--- src/rtl/cb3_search_ctrl.sv ---
// cb3_search_ctrl: full nearest-neighbour scan of the 16-entry LSP codebook-3 ROM.
// One search per request. The ROM is combinational, so rom_data always reflects
// the registered rom_addr within the same cycle. Winner = lowest absolute error,
// with ties going to the lower index.
module cb3_search_ctrl #(
    parameter int N       = 32,
    parameter int AW      = 4,
    parameter int ENTRIES = 16
) (
    input  logic          clk,
    input  logic          rst,
    input  logic          start,
    input  logic [N-1:0]  target,
    output logic [AW-1:0] rom_addr,
    input  logic [N-1:0]  rom_data,
    output logic          busy,
    output logic          done,
    output logic [AW-1:0] best_index,
    output logic [N-1:0]  best_value,
    output logic [N:0]    best_err
);

    typedef enum logic [1:0] {
        ST_IDLE = 2'd0,
        ST_SCAN = 2'd1,
        ST_DONE = 2'd2
    } state_t;

    localparam logic [AW-1:0] LAST_ADDR = AW'(ENTRIES - 1);

    // Absolute difference of two signed N-bit words, computed at N+1 bits so
    // that no input pair can overflow.
    function automatic logic [N:0] abs_diff(input logic [N-1:0] a, input logic [N-1:0] b);
        logic [N:0] d;
        d = {a[N-1], a} - {b[N-1], b};
        if (d[N]) begin
            abs_diff = ~d + {{N{1'b0}}, 1'b1};
        end else begin
            abs_diff = d;
        end
    endfunction

    state_t        state_q,  state_d;
    logic [AW-1:0] addr_q,   addr_d;
    logic          busy_q,   busy_d;
    logic          done_q,   done_d;
    logic [AW-1:0] idx_q,    idx_d;
    logic [N-1:0]  val_q,    val_d;
    logic [N:0]    err_q,    err_d;
    logic [N-1:0]  target_q, target_d;
    logic [N:0]    err_s;

    // Error of the entry currently presented by the ROM against the latched target.
    always_comb begin
        err_s = abs_diff(target_q, rom_data);
    end

    // Next-state logic: request acceptance, scan sequencing and running minimum.
    always_comb begin
        state_d  = state_q;
        addr_d   = addr_q;
        busy_d   = busy_q;
        done_d   = 1'b0;
        idx_d    = idx_q;
        val_d    = val_q;
        err_d    = err_q;
        target_d = target_q;
        case (state_q)
            ST_IDLE: begin
                if (start) begin
                    target_d = target;
                    addr_d   = {AW{1'b0}};
                    busy_d   = 1'b1;
                    state_d  = ST_SCAN;
                end else begin
                    state_d  = ST_IDLE;
                end
            end
            ST_SCAN: begin
                // Entry 0 seeds the minimum; later entries replace it only on a strict improvement.
                if ((addr_q == {AW{1'b0}}) || (err_s < err_q)) begin
                    idx_d = addr_q;
                    val_d = rom_data;
                    err_d = err_s;
                end else begin
                    idx_d = idx_q;
                end
                if (addr_q == LAST_ADDR) begin
                    addr_d  = {AW{1'b0}};
                    busy_d  = 1'b0;
                    done_d  = 1'b1;
                    state_d = ST_DONE;
                end else begin
                    addr_d  = addr_q + {{(AW-1){1'b0}}, 1'b1};
                end
            end
            ST_DONE: begin
                // Results stay in best_* registers; start is ignored here.
                state_d = ST_IDLE;
            end
            default: begin
                state_d = ST_IDLE;
                addr_d  = {AW{1'b0}};
                busy_d  = 1'b0;
            end
        endcase
    end

    // State and result registers; asynchronous active-low reset clears everything.
    always_ff @(posedge clk or negedge rst) begin
        if (!rst) begin
            state_q  <= ST_IDLE;
            addr_q   <= {AW{1'b0}};
            busy_q   <= 1'b0;
            done_q   <= 1'b0;
            idx_q    <= {AW{1'b0}};
            val_q    <= {N{1'b0}};
            err_q    <= {(N+1){1'b0}};
            target_q <= {N{1'b0}};
        end else begin
            state_q  <= state_d;
            addr_q   <= addr_d;
            busy_q   <= busy_d;
            done_q   <= done_d;
            idx_q    <= idx_d;
            val_q    <= val_d;
            err_q    <= err_d;
            target_q <= target_d;
        end
    end

    assign rom_addr   = addr_q;
    assign busy       = busy_q;
    assign done       = done_q;
    assign best_index = idx_q;
    assign best_value = val_q;
    assign best_err   = err_q;

endmodule
--- config.mk ---
export PLATFORM = sky130hd
export DESIGN_NAME = cb3_search_ctrl
export DESIGN_NICKNAME = d
export VERILOG_FILES = /design/src/rtl/cb3_search_ctrl.sv
export SDC_FILE = /design/constraint.sdc
export NUM_CORES = 1
export LEC_CHECK = 0
export CORE_ASPECT_RATIO = 2
export CORE_MARGIN = 4
export CORE_UTILIZATION = 50
export DETAILED_ROUTE_END_ITERATION = 16
export PLACE_DENSITY = 0.77
export SKIP_LAST_GASP = 1
export SYNTH_ARGS = -nofsm -noshare
export SYNTH_HDL_FRONTEND = slang
export SYNTH_SLANG_ARGS = --single-unit
--- constraint.sdc ---
create_clock -name clk -period 13.2 [get_ports clk]
set_clock_uncertainty 0.1 [all_clocks]
set_input_delay 1.32 -clock clk [delete_from_list [all_inputs] [get_ports clk]]
set_output_delay 1.32 -clock clk [all_outputs]
set_load 0.01 [all_outputs]
==> results.json <==
{
  "floorplan.io_pins": 142,
  "clock-root-buffer": "sky130_fd_sc_hd__clkbuf_16",
  "die_height_um": 183,
  "ys_seq_elements": 109,
  "cts_htree_levels": 3,
  "die_x_um": 95.4,
  "worst_ep_required_time_ps": 13340,
  "yosys_warnings": 0,
  "cts-root-to-sink-buffers": 2,
  "floorplan.core_area_um2": 14900,
  "rsz_0062_raised_after_global_routing": "false",
  "antennaDiodeCount": 0,
  "worst_path_max_delay_cell": "sky130_fd_sc_hd__or4_1",
  "nets": 1070,
  "synth.lib_cells_used.distinct": 69,
  "place.detailed.hpwl_mm": 15.4,
  "cp.arrival_ps": 7740,
  "finalSetupViolations": 0,
  "drt_iter0_markers": 279,
  "tightest_slew_margin_relative_to_the_limit": 0.366,
  "cts_hold_repair.buffers": 0,
  "run_status": "completed",
  "maxSlewViolCount": 0,
  "dpl.cell_count": 1119,
  "post_route_cells_drive_above_1_share": 0.134,
  "max_freq_ghz": 0.132,
  "synth_cells": 807,
  "synth_edf_count": 0,
  "floorplan.initialDensity": 0.513,
  "clkTransAtPathRegs_ps": 70,
  "finalCriticalPeriod_ps": 7600,
  "area_overhead_vs_synth_pct": 24.4,
  "postLayoutCoreUtil": 0.638,
  "synth_async_sr_flop_share": 1.00,
  "post_synth_instance_area_um2": 7640,
  "via_per_inst": 5.65,
  "cts_tree": "yes",
  "grt_first_pass_wirelength_mm": 31.6,
  "cp_slowest_stage_delay_ps": 670,
  "routabilityCongestion": 0.904,
  "timing.critical_path.from_type": "input pin",
  "clk-insertion-delay-late_ps": 360,
  "detailed_place.area_um2": 9230,
  "cts_made_buffers": 9,
  "timing.max_cap.violations": 0,
  "cts.repair_timing.setup_buffer_count": 0,
  "critPathMostFrequentCell": "sky130_fd_sc_hd__a21o_1",
  "number_of_antenna_violations_at_the_first_check_in_global_routing": 0,
  "worstPathMaxFanout": 41,
  "total_buffers_and_inverters_traversed_by_the_critical_path": 3,
  "routed_wl_mm": 19.0,
  "critical_path_class": "in -> reg",
  "first_pass_iters": 5,
  "postRouteAntennaNets": 0,
  "grt_start_max_net_pins": 67,
  "syn_avg_cell_area_um2": 9.47,
  "dominantRegCellSynth": "sky130_fd_sc_hd__dfrtp_1",
  "groute.usage.overall": 0.228,
  "postSynthNetCount": 942,
  "detailroute.via_count": 6411,
  "timing.final.crit_share": 0.576,
  "port_buffers": 141,
  "crit_chain": "clkdlybuf4s50_1 > inv_1 > ha_1 > nand2_1 > or3_1 > a21oi_1 > nor2_1 > xnor2_1 > or4_1 > nor4_4 > a31oi_1 > xor2_1 > ha_1 > a21o_1 > a21o_1 > a21oi_1 > o21ai_0 > a21o_1 > a221o_1 > a31oi_4 > buf_4 > mux2_2",
  "min-delay-path-class": "reg -> reg",
  "die_footprint_um2": 17400,
  "critical_path.endpoint_type": "flop",
  "final_cell_count_no_fill": 1135,
  "clock_sink_count": 109,
  "synth_sequential_area_ratio": 0.357,
  "overflow": 0,
  "detail_route.wl_per_cell_um": 16.8,
  "final.setup.tns_ps": 0,
  "grt_pass1_vias": 6678,
  "post-route-drc-count": 0,
  "cp_top_family": "simple AND/OR/NAND/NOR gates",
  "floorplan.rows": 63,
  "timing_worst_slew_pin_value_ps": 937,
  "timing.final.hold_violations": 0,
  "number_of_gates_resized_after_cts": 0,
  "finish.instance_area_um2": 9500
}
[synthesized netlist by cell type, types with 5 or more instances]
cell type | instances | area share
sky130_fd_sc_hd__mux2_2 | 83 | 0.12
sky130_fd_sc_hd__o21a_1 | 10 | 0.0098
sky130_fd_sc_hd__and3_1 | 6 | 0.0049
sky130_fd_sc_hd__nor2_1 | 46 | 0.023
sky130_fd_sc_hd__inv_1 | 75 | 0.037
sky130_fd_sc_hd__a21o_1 | 12 | 0.012
sky130_fd_sc_hd__a31oi_1 | 12 | 0.0098
sky130_fd_sc_hd__nand3_1 | 11 | 0.0072
sky130_fd_sc_hd__xnor2_1 | 31 | 0.036
sky130_fd_sc_hd__ha_1 | 67 | 0.11
sky130_fd_sc_hd__o21ai_0 | 52 | 0.034
sky130_fd_sc_hd__clkbuf_1 | 22 | 0.011
sky130_fd_sc_hd__nand4_1 | 15 | 0.012
sky130_fd_sc_hd__a211oi_1 | 9 | 0.0088
sky130_fd_sc_hd__nor3_1 | 13 | 0.0085
sky130_fd_sc_hd__dfrtp_1 | 109 | 0.36
sky130_fd_sc_hd__a21oi_1 | 48 | 0.031
sky130_fd_sc_hd__nor2b_1 | 8 | 0.0066
sky130_fd_sc_hd__nand2b_1 | 5 | 0.0041
sky130_fd_sc_hd__nand2_1 | 62 | 0.030
sky130_fd_sc_hd__xor2_1 | 19 | 0.022
[cell type report]
| cell class | count | area (um^2) |
|---|---|---|
| clock buffers | 10 | 229 |
| clock inverters | 6 | 40.0 |
| fillers | 1270 | 5400 |
| inverters | 75 | 282 |
| multi-input cells | 594 | 4530 |
| flip-flops and latches | 109 | 2730 |
| well taps | 195 | 244 |
| repair buffers | 146 | 1450 |
[final timing paths]
check                               from              to  slack, ps  depth (start not counted)
setup reg to reg             target_q[7]  best_value[11]       6730                         20
hold reg to reg            best_value[5]   best_value[5]        410                          1
setup / recovery             rom_data[7]  best_value[11]       5600                         22
hold / removal             best_value[5]   best_value[5]        410                          1
max in group asynchronous            rst    best_err[31]      10910                          2
min in group asynchronous            rst   best_value[9]        850                          1
[registers in the layout, summed over array words and instances (netlist names)]
register / cells
best_err: 33
rom_addr: 4
target_q: 32
state_q: 2
done: 1
best_index: 4
best_value: 32
busy: 1
[kinds of logic after synthesis]
kind of cell | after synthesis | share of synthesized area
flip-flops | 109 | 0.357
AO/OA/AOI/OAI | 194 | 0.164
adder cells (fa/ha/maj) | 68 | 0.112
XOR/XNOR | 50 | 0.0573
AND/OR/NAND/NOR | 198 | 0.133
buffers and inverters | 104 | 0.0518
multiplexers | 84 | 0.124
[routing by layer]
| layer | wire length, um | vias to the layer above | track usage |
|---|---|---|---|
| met4 | 512 | 0 | 0.0878 |
| met1 | 7160 | 3099 | 0.247 |
| met2 | 10800 | 142 | 0.437 |
| li1 | - | 3134 | - |
| met3 | 547 | 36 | 0.0271 |
| met5 | 0 | - | 0 |
[worst reg2reg max path: stages (launching register included)]
cell and delay, ps:
sky130_fd_sc_hd__dfrtp_1 380, sky130_fd_sc_hd__ha_1 430, sky130_fd_sc_hd__nand2_1 220, sky130_fd_sc_hd__or3_1 360
sky130_fd_sc_hd__a21oi_1 390, sky130_fd_sc_hd__nor2_1 110, sky130_fd_sc_hd__xnor2_1 230, sky130_fd_sc_hd__or4_1 670
sky130_fd_sc_hd__nor4_4 550, sky130_fd_sc_hd__a31oi_1 190, sky130_fd_sc_hd__xor2_1 190, sky130_fd_sc_hd__ha_1 330
sky130_fd_sc_hd__a21o_1 160, sky130_fd_sc_hd__a21o_1 170, sky130_fd_sc_hd__a21oi_1 140, sky130_fd_sc_hd__o21ai_0 100
sky130_fd_sc_hd__a21o_1 190, sky130_fd_sc_hd__a221o_1 380, sky130_fd_sc_hd__a31oi_4 180, sky130_fd_sc_hd__buf_4 470
sky130_fd_sc_hd__mux2_2 440
[per-stage QoR]
| stage | worst slack (ps) | hold slack (ps) |
|---|---|---|
| CTS | 5610 | 412 |
| floorplan | 6200 | 385 |
| finish | 5600 | 410 |
| detailed placement | 5250 | 396 |
| global placement | 5280 | 388 |
| global route | 5220 | 426 |
[cells in the final DEF, fill, tap and decap left out, drive strengths merged, types with 4 or more instances in the layout]
cell	instances
mux2	84
a21boi	4
nand4	15
nor2b	9
o21bai	4
a41oi	4
xor2	19
nor3	13
inv	75
nand2b	5
or2	4
a21o	12
and3	7
ha	67
or3	4
clkdlybuf4s50	140
nand3	11
nor2	46
clkinvlp	4
buf	6
a31oi	12
a21oi	49
nor4	4
nand2	62
dfrtp	109
and2	4
o31ai	5
o21ai	53
o21a	10
a211oi	9
xnor2	31
clkbuf	10
Power is not shown: default switching activity piles up to over one toggle a cycle in this logic, so the estimate is an artifact.
